[config.mk]
export PLATFORM = sky130hd
export DESIGN_NAME = instr_fetch_unit_flat
export DESIGN_NICKNAME = d
export VERILOG_FILES = /design/src/rtl/instr_fetch_unit_if.sv /design/src/rtl/instr_fetch_unit.sv /design/src/flat_wrapper.sv
export SDC_FILE = /design/constraint.sdc
export NUM_CORES = 1
export LEC_CHECK = 0
export ABC_AREA = 1
export BUFFER_PORTS_ARGS = -buffer_cell sky130_fd_sc_hd__buf_2
export CAP_MARGIN = 10
export CORE_ASPECT_RATIO = 1.2
export CORE_MARGIN = 2
export CORE_UTILIZATION = 55
export CTS_CLUSTER_DIAMETER = 60
export DETAILED_ROUTE_END_ITERATION = 10
export GPL_ROUTABILITY_DRIVEN = 0
export PLACE_DENSITY = 0.93
export RECOVER_POWER = 50
export SETUP_SLACK_MARGIN = 0.15
export SLEW_MARGIN = 30
export SYNTH_ARGS = -nofsm -noshare
export SYNTH_HDL_FRONTEND = slang
export SYNTH_SLANG_ARGS = --single-unit
[constraint.sdc]
create_clock -name clk -period 7.5 [get_ports clk]
set_input_delay 0.375 -clock clk [delete_from_list [all_inputs] [get_ports clk]]
set_output_delay 0.375 -clock clk [all_outputs]
set_load 0.02 [all_outputs]
[src/rtl/instr_fetch_unit_if.sv]
// Instruction memory bus between the fetch unit and instruction memory.
// The request channel is valid/ready. The response channel is valid only:
// memory returns responses in order, one for each accepted request.
//   imem_req_valid  : fetch request valid              (fetch unit -> memory)
//   imem_req_addr   : word-aligned fetch address       (fetch unit -> memory)
//   imem_req_ready  : memory accepts the request       (memory -> fetch unit)
//   imem_resp_valid : response valid                   (memory -> fetch unit)
//   imem_resp_data  : fetched instruction word         (memory -> fetch unit)
interface instr_fetch_unit_if;
  logic        imem_req_valid;
  logic [31:0] imem_req_addr;
  logic        imem_req_ready;
  logic        imem_resp_valid;
  logic [31:0] imem_resp_data;

  modport master (
    output imem_req_valid, imem_req_addr,
    input  imem_req_ready, imem_resp_valid, imem_resp_data
  );

  modport slave (
    input  imem_req_valid, imem_req_addr,
    output imem_req_ready, imem_resp_valid, imem_resp_data
  );
endinterface

[src/rtl/instr_fetch_unit.sv]
// Instruction fetch stage. It keeps at most one request outstanding to
// instruction memory. It holds each returned instruction until the pipeline
// consumes it (stall low), and a redirect squashes any in-flight fetch.
// Ports:
//   clk, reset        : clock and asynchronous active-high reset
//   stall             : IF/ID hold; 1 = the held instruction is not consumed
//   redirect_valid/pc : taken branch/jump target; bits [1:0] are ignored
//   imem              : instruction memory bus (master side)
//   PC_out            : PC of the held instruction
//   instruction_out   : held instruction, or NOP_INSTR when nothing is held
//   fetch_valid       : a real instruction is held
module instr_fetch_unit #(
  parameter logic [31:0] RESET_PC  = 32'h0000_0000,
  parameter logic [31:0] NOP_INSTR = 32'h0000_0013
) (
  input  logic                      clk,
  input  logic                      reset,
  input  logic                      stall,
  input  logic                      redirect_valid,
  input  logic [31:0]               redirect_pc,
  instr_fetch_unit_if.master        imem,
  output logic [31:0]               PC_out,
  output logic [31:0]               instruction_out,
  output logic                      fetch_valid
);

  typedef enum logic [1:0] {S_IDLE, S_REQ, S_WAIT, S_FULL} state_t;

  state_t      state, state_next;
  logic [31:0] fetch_pc, fetch_pc_next;
  logic        buf_valid, buf_valid_next;
  logic [31:0] buf_pc, buf_pc_next;
  logic [31:0] buf_instr, buf_instr_next;
  logic        drop_pending, drop_pending_next;

  // Redirect targets are always word aligned; the low bits are dropped.
  logic [31:0] redirect_target;
  logic        unused_redirect_bits;
  assign redirect_target      = {redirect_pc[31:2], 2'b00};
  assign unused_redirect_bits = ^redirect_pc[1:0];

  // Register bank for the FSM, fetch address and holding buffer.
  always_ff @(posedge clk or posedge reset) begin
    if (reset) begin
      state        <= S_IDLE;
      fetch_pc     <= RESET_PC;
      buf_valid    <= 1'b0;
      buf_pc       <= 32'h0000_0000;
      buf_instr    <= NOP_INSTR;
      drop_pending <= 1'b0;
    end else begin
      state        <= state_next;
      fetch_pc     <= fetch_pc_next;
      buf_valid    <= buf_valid_next;
      buf_pc       <= buf_pc_next;
      buf_instr    <= buf_instr_next;
      drop_pending <= drop_pending_next;
    end
  end

  // Next-state logic. A redirect has priority over everything, including
  // stall. If a request has already been accepted at the old address, its
  // response is still owed, and drop_pending marks it to be discarded.
  always_comb begin
    state_next        = state;
    fetch_pc_next     = fetch_pc;
    buf_valid_next    = buf_valid;
    buf_pc_next       = buf_pc;
    buf_instr_next    = buf_instr;
    drop_pending_next = drop_pending;

    if (redirect_valid) begin
      fetch_pc_next  = redirect_target;
      buf_valid_next = 1'b0;
      case (state)
        S_REQ: begin
          if (imem.imem_req_ready) begin
            state_next        = S_WAIT;
            drop_pending_next = 1'b1;
          end else begin
            state_next = S_REQ;
          end
        end
        S_WAIT: begin
          if (imem.imem_resp_valid) begin
            state_next        = S_REQ;
            drop_pending_next = 1'b0;
          end else begin
            state_next        = S_WAIT;
            drop_pending_next = 1'b1;
          end
        end
        default: state_next = S_REQ;
      endcase
    end else begin
      case (state)
        S_IDLE: state_next = S_REQ;
        S_REQ: begin
          if (imem.imem_req_ready) state_next = S_WAIT;
        end
        S_WAIT: begin
          if (imem.imem_resp_valid) begin
            if (drop_pending) begin
              drop_pending_next = 1'b0;
              state_next        = S_REQ;
            end else begin
              buf_pc_next    = fetch_pc;
              buf_instr_next = imem.imem_resp_data;
              buf_valid_next = 1'b1;
              state_next     = S_FULL;
            end
          end
        end
        S_FULL: begin
          // IF/ID captures the held instruction at this edge.
          if (!stall) begin
            buf_valid_next = 1'b0;
            fetch_pc_next  = fetch_pc + 32'd4;
            state_next     = S_REQ;
          end
        end
        default: state_next = S_IDLE;
      endcase
    end
  end

  assign imem.imem_req_valid = (state == S_REQ);
  assign imem.imem_req_addr  = fetch_pc;
  assign PC_out              = buf_pc;
  assign instruction_out     = buf_valid ? buf_instr : NOP_INSTR;
  assign fetch_valid         = buf_valid;

endmodule

[src/flat_wrapper.sv]
// flat-port wrapper written by rule: the top's interface ports become plain ports
module instr_fetch_unit_flat 
#(
  parameter logic [31:0] RESET_PC  = 32'h0000_0000,
  parameter logic [31:0] NOP_INSTR = 32'h0000_0013
)
  (clk, reset, stall, redirect_valid, redirect_pc, PC_out, instruction_out, fetch_valid, imem_imem_req_valid, imem_imem_req_addr, imem_imem_req_ready, imem_imem_resp_valid, imem_imem_resp_data);
  instr_fetch_unit_if imem_i ();
  input  logic clk;
  input  logic reset;
  input  logic stall;
  input  logic redirect_valid;
  input  logic [31:0] redirect_pc;
  output logic [31:0] PC_out;
  output logic [31:0] instruction_out;
  output logic fetch_valid;
  output wire logic [$bits(imem_i.imem_req_valid)-1:0] imem_imem_req_valid;
  output wire logic [$bits(imem_i.imem_req_addr)-1:0] imem_imem_req_addr;
  input wire logic [$bits(imem_i.imem_req_ready)-1:0] imem_imem_req_ready;
  input wire logic [$bits(imem_i.imem_resp_valid)-1:0] imem_imem_resp_valid;
  input wire logic [$bits(imem_i.imem_resp_data)-1:0] imem_imem_resp_data;
  assign imem_imem_req_valid = imem_i.imem_req_valid;
  assign imem_imem_req_addr = imem_i.imem_req_addr;
  assign imem_i.imem_req_ready = imem_imem_req_ready;
  assign imem_i.imem_resp_valid = imem_imem_resp_valid;
  assign imem_i.imem_resp_data = imem_imem_resp_data;
  instr_fetch_unit #(.RESET_PC(RESET_PC), .NOP_INSTR(NOP_INSTR)) u_core (.clk(clk), .reset(reset), .stall(stall), .redirect_valid(redirect_valid), .redirect_pc(redirect_pc), .imem(imem_i), .PC_out(PC_out), .instruction_out(instruction_out), .fetch_valid(fetch_valid));
endmodule
# After elaboration in Yosys (flattened, before gate mapping)
# Cells that the tools add are included.
op_classes:
  bitwise: 2
  n_reduce_logical: 11
  add_sub_neg: 1
  eq_ne: 9
  mux: 24
op_table:
  columns: ["operator", "n"]
  rows:
  - ["two-way mux 32 bit", 4]
  - ["adder 32 x 3 -> 32 bit, second input constant", 1]
  - ["two-way mux 2 bit", 7]
  - ["AND reduction 4 bit", 3]
  - ["two-way mux 1 bit", 9]
  - ["inequality test 3 bit, second input constant", 3]
  - ["one-hot mux 2 bit (4 select lines)", 1]
  - ["nonzero test 2 bit", 4]
  - ["inequality test 3 x 2 -> 1 bit, second input constant", 2]
  - ["equality test 2 bit, second input constant", 2]
  - ["one-hot mux 1 bit (2 select lines)", 2]
  - ["one-hot mux 2 bit (2 select lines)", 1]
  - ["AND reduction 3 bit", 1]
  - ["nonzero test 3 bit", 1]
  - ["equality test 2 x 1 -> 1 bit, second input constant", 1]
  - ["logical NOT 2 bit", 1]
  - ["inequality test 2 x 1 -> 1 bit, second input constant", 1]
  - ["inverter 1 bit", 2]
  - ["AND reduction 2 bit", 1]
word_totals:
  register_bits: 100
  wordCells: 53
  output_inout_bits: 98
  input_bits: 70

# Longest topological paths before layout
depth:
  ltp_word: 4
  depth_mapped: 10
  depth_no_buf: 10

# Worst setup path before layout
# No wires, ideal clock.
synth_timing:
  path_kind: "reg-to-reg"
  start: "reg u_core.fetch_pc[3] (netlist: u_core.imem.imem_req_addr[3])"
  end: "reg u_core.fetch_pc[22] (netlist: u_core.imem.imem_req_addr[22])"
  stages_incl_launch_ff: 11
  setup_time_ns: 0.117
  period_less_slack_ns: 1.582
  t_arrival_ns: 1.466
  required_ns: 7.383
  setup_slack_ns: 5.918
  n_path_buf: 0
  path_cell_list: "dfrtp_1 > ha_1 > nand2_2 > nor2_2 > nand2_2 > nor2_4 > nand2_1 > nand2_1 > nand3_1 > nand2_1 > nand2_1"
synth_via:
  elab_chain_len: 4
synth_lines:
  columns: ["item", "line_no", "rtl"]
  rows:
  - ["from (decl)", "instr_fetch_unit.sv:30", "logic [31:0] fetch_pc, fetch_pc_next;"]
  - ["from (signal assigned)", "instr_fetch_unit.sv:53", "fetch_pc <= fetch_pc_next;"]
  - ["adder 32 x 3 -> 32 bit", "instr_fetch_unit.sv:118", "fetch_pc_next = fetch_pc + 32'd4;"]
  - ["two-way mux 32 bit", "instr_fetch_unit.sv:116", "if (!stall) begin"]
  - ["two-way mux 32 bit", "instr_fetch_unit.sv:96", "case (state)"]
  - ["two-way mux 32 bit", "instr_fetch_unit.sv:72", "if (redirect_valid) begin"]
# Every way passes these cells. The select of a mux whose other input is x is not followed.
# A chain may end at the register's enable or synchronous reset.

==> results.txt <==
CP Capture Type -> asynchronous set/reset pin
Sum of negative setup slack -> 0 ns
Total gr overflow -> 0
Worst slew pin tran -> 3.299 ns
Clock tree buffer depth -> 2
Worst slew margin -> -119.9%
Number of enable flip-flop cells after synthesis -> 0
DRC violations left -> 0
Slew Viols, Final -> 63
IO Pins -> 168
Core box area -> 9129 µm²
Share of the synthesized area in the top cell type -> 44.84%
Critical R2R Capture -> u_core.PC_out[14]
Routed len/inst -> 13.97 µm
Worst skew pair latency -> 0.37 ns
Crit path largest cell delay -> 2.39 ns
Via count -> 4770
Pre-CTS setup slack -> 4.593 ns
Worst Path Required -> 7.23 ns
Lkg Pwr -> 3.435 nW
Sequential area share after synthesis -> 46.36%
DRT Pass-1 Iters -> 4
First-pass GRT wire length -> 20800 µm
Violated checks -> capacitance limit, slew limit
Worst Hold Endpoint -> u_core.imem.imem_req_addr[8]
# Post-CTS Setup Buffers -> 0
CTS Buf Count -> 9
Area leader, netlist -> dfrtp_1
Post-Syn Area per Cell -> 7.864 µm²
Max_cap viols -> 1
Power Total -> 0.001855 W
Top cell family by delay on the critical path -> buffers and inverters
Crit path max-delay cell type -> clkbuf_1
Crit Path Class -> in -> async
R2R Path Start -> u_core.state[0]
Die H -> 110.4 µm
Worst R2R Setup Slack -> 5.36 ns
Distinct cells, synth -> 35
Final ANT Viol Nets -> 0
Synth warn -> 0
Power Dens Cells -> 299.8 nW/µm²
Max VDD drop -> 135.3 µV
Drt initial violations -> 212
Vias per cell -> 5.118
Gate Count Post-Synth -> 660
CP Max Fanout -> 62
#FFs+latches synth -> 96
Initial Utilization -> 56.85%
RSZ-0062 raised after global routing -> no
# resized after CTS -> 0
Hold_sp -> redirect_pc[8]
Pin count of the biggest net entering global routing -> 63
CP Launch Type -> primary input
FP Rows -> 38
Reg2reg path depth -> 7
Commonest cells post-synth -> 196 x nand2_1, 93 x dfrtp_1, 82 x inv_1
Cells along the critical path -> buf_2, clkinvlp_2, clkbuf_1
Hold depth -> 2
GR Util All Layers -> 25.45%
Status -> finished with violations
Clock Tree Root -> clkbuf_8
PortBufs -> 161
Clock Skew -> 0.01197 ns
Setup violators final -> 0
Placed wire-length estimate -> 9536 µm
CTS sink count -> 96
Final worst-path setup slack -> 3.464 ns
Final period util -> 53.82%
Layout cells sized above 1 -> 23.40%
Worst EP arrival -> 3.77 ns
WL final -> 13020 µm
CTS tree -> built
Hold-fix buffers, CTS -> 0
Clock Pin Slew Worst Setup and Hold Paths -> 0.09 ns
Synthesized area -> 5190 µm²
Total Die Area -> 10230 µm²
Nets -> 883
Area grow syn2layout -> 19.24%
Top-count cell post-synth -> nand2_1
Final hold violation count -> 0
Largest cells by area after synthesis -> dfrtp_1 45%, nand2_1 14%, inv_1 5.9%
Max Freq -> 247.8 MHz
Initial antenna violation count -> 0
Die width -> 92.68 µm
Vias in the first global route -> 4390
Hold Path Class -> in -> reg
Top_reg_cell synth -> dfrtp_1
H-tree depth -> 3
Final Critical Period -> 4.036 ns
Async set-or-reset flop fraction in the synthesized netlist -> 100.0%
Antenna cells -> 0
CP bufs+invs -> 3
-- cells in the final DEF (no fill, tap or decap), drive strengths merged, types with 7 or more instances in the layout --
cell type    n
a21oi       15
o211ai       7
buf        116
inv         84
dfrtp       93
o21ai       47
nor2        83
nand3       34
mux2        31
nand2      202
clkbuf      60
-- area by class of cell --
class | instances | area, µm²
tap | 120 | 150.1
fill | 797 | 2940
timing repair buffer | 164 | 778.2
multi-input combinational | 451 | 2322
sequential | 96 | 2407
clock buffer | 12 | 165.2
inverter | 86 | 325.3
clock inverter | 3 | 40.04
-- layer usage --
| metal | global-route usage, % | wire, µm | vias to the layer above |
|---|---|---|---|
| met4 | 8.725 | 249 | 0 |
| met1 | 31.78 | 5398 | 2191 |
| li1 | - | - | 2353 |
| met2 | 43.50 | 6359 | 201 |
| met3 | 5.593 | 1015 | 25 |
| met5 | 0 | 0 | - |
-- worst max path at each step --
stage	from	to	slack, ns	cells past startpoint
6_report	reset	u_core.PC_out[16]	3.46	3
3_5_place_dp	redirect_valid	u_core.PC_out[14]	4.59	5
5_1_grt	reset	u_core.PC_out[31]	2.56	3
2_1_floorplan	reset	u_core.PC_out[10]	4.62	1
4_1_cts	redirect_valid	u_core.PC_out[14]	4.98	5
3_3_place_gp	redirect_valid	u_core.buf_instr[21]	4.28	4
-- report_power, final --
group / internal, W / total, W / switching (W)
clock network: 0.000179 / 0.000351 / 0.000172
logic: 0.000233 / 0.000668 / 0.000435
registers: 0.000700 / 0.000837 / 0.000137
-- state kept, by name, summed over array words and instances (netlist names) --
register                   cells
u_core.drop_pending            1
u_core.imem.imem_req_addr     30
u_core.state                   2
u_core.fetch_valid             1
u_core.buf_instr              32
u_core.PC_out                 30
-- stage by stage --
stage,utilization [%],std cells,area (µm²),hold slack [ns]
after floorplan,-,663,5201,0.4506
after global placement,66.00,916,6025,0.4098
after detailed placement,66.21,917,6045,0.4052
after CTS,68.46,932,6250,0.01054
after global routing,67.79,932,6188,0.2255
final,67.79,932,6188,0.2392
-- worst reg2reg max path: stages, from the launching register on --
cell and delay, ns:
dfrtp_1 0.44, inv_1 0.08, ha_1 0.21, inv_2 0.06, nor2_4 0.13, nand3_4 0.44
buf_12 0.40, mux2_2 0.30
-- logic make-up (layout without fill, tap and decap cells) --
| group | Yosys count | after routing | share of synthesized area (%) |
|---|---|---|---|
| flops | 96 | 96 | 46.36 |
| buf+inv | 116 | 265 | 9.257 |
| other cells | 1 | 4 | 0.07225 |
| simple gates | 331 | 331 | 27.27 |
| mux | 31 | 31 | 7.305 |
| fa+ha+maj | 5 | 5 | 1.205 |
| compound gates | 78 | 78 | 8.197 |
| xor+xnor | 2 | 2 | 0.3376 |
Power figures use the tool's default switching activity.
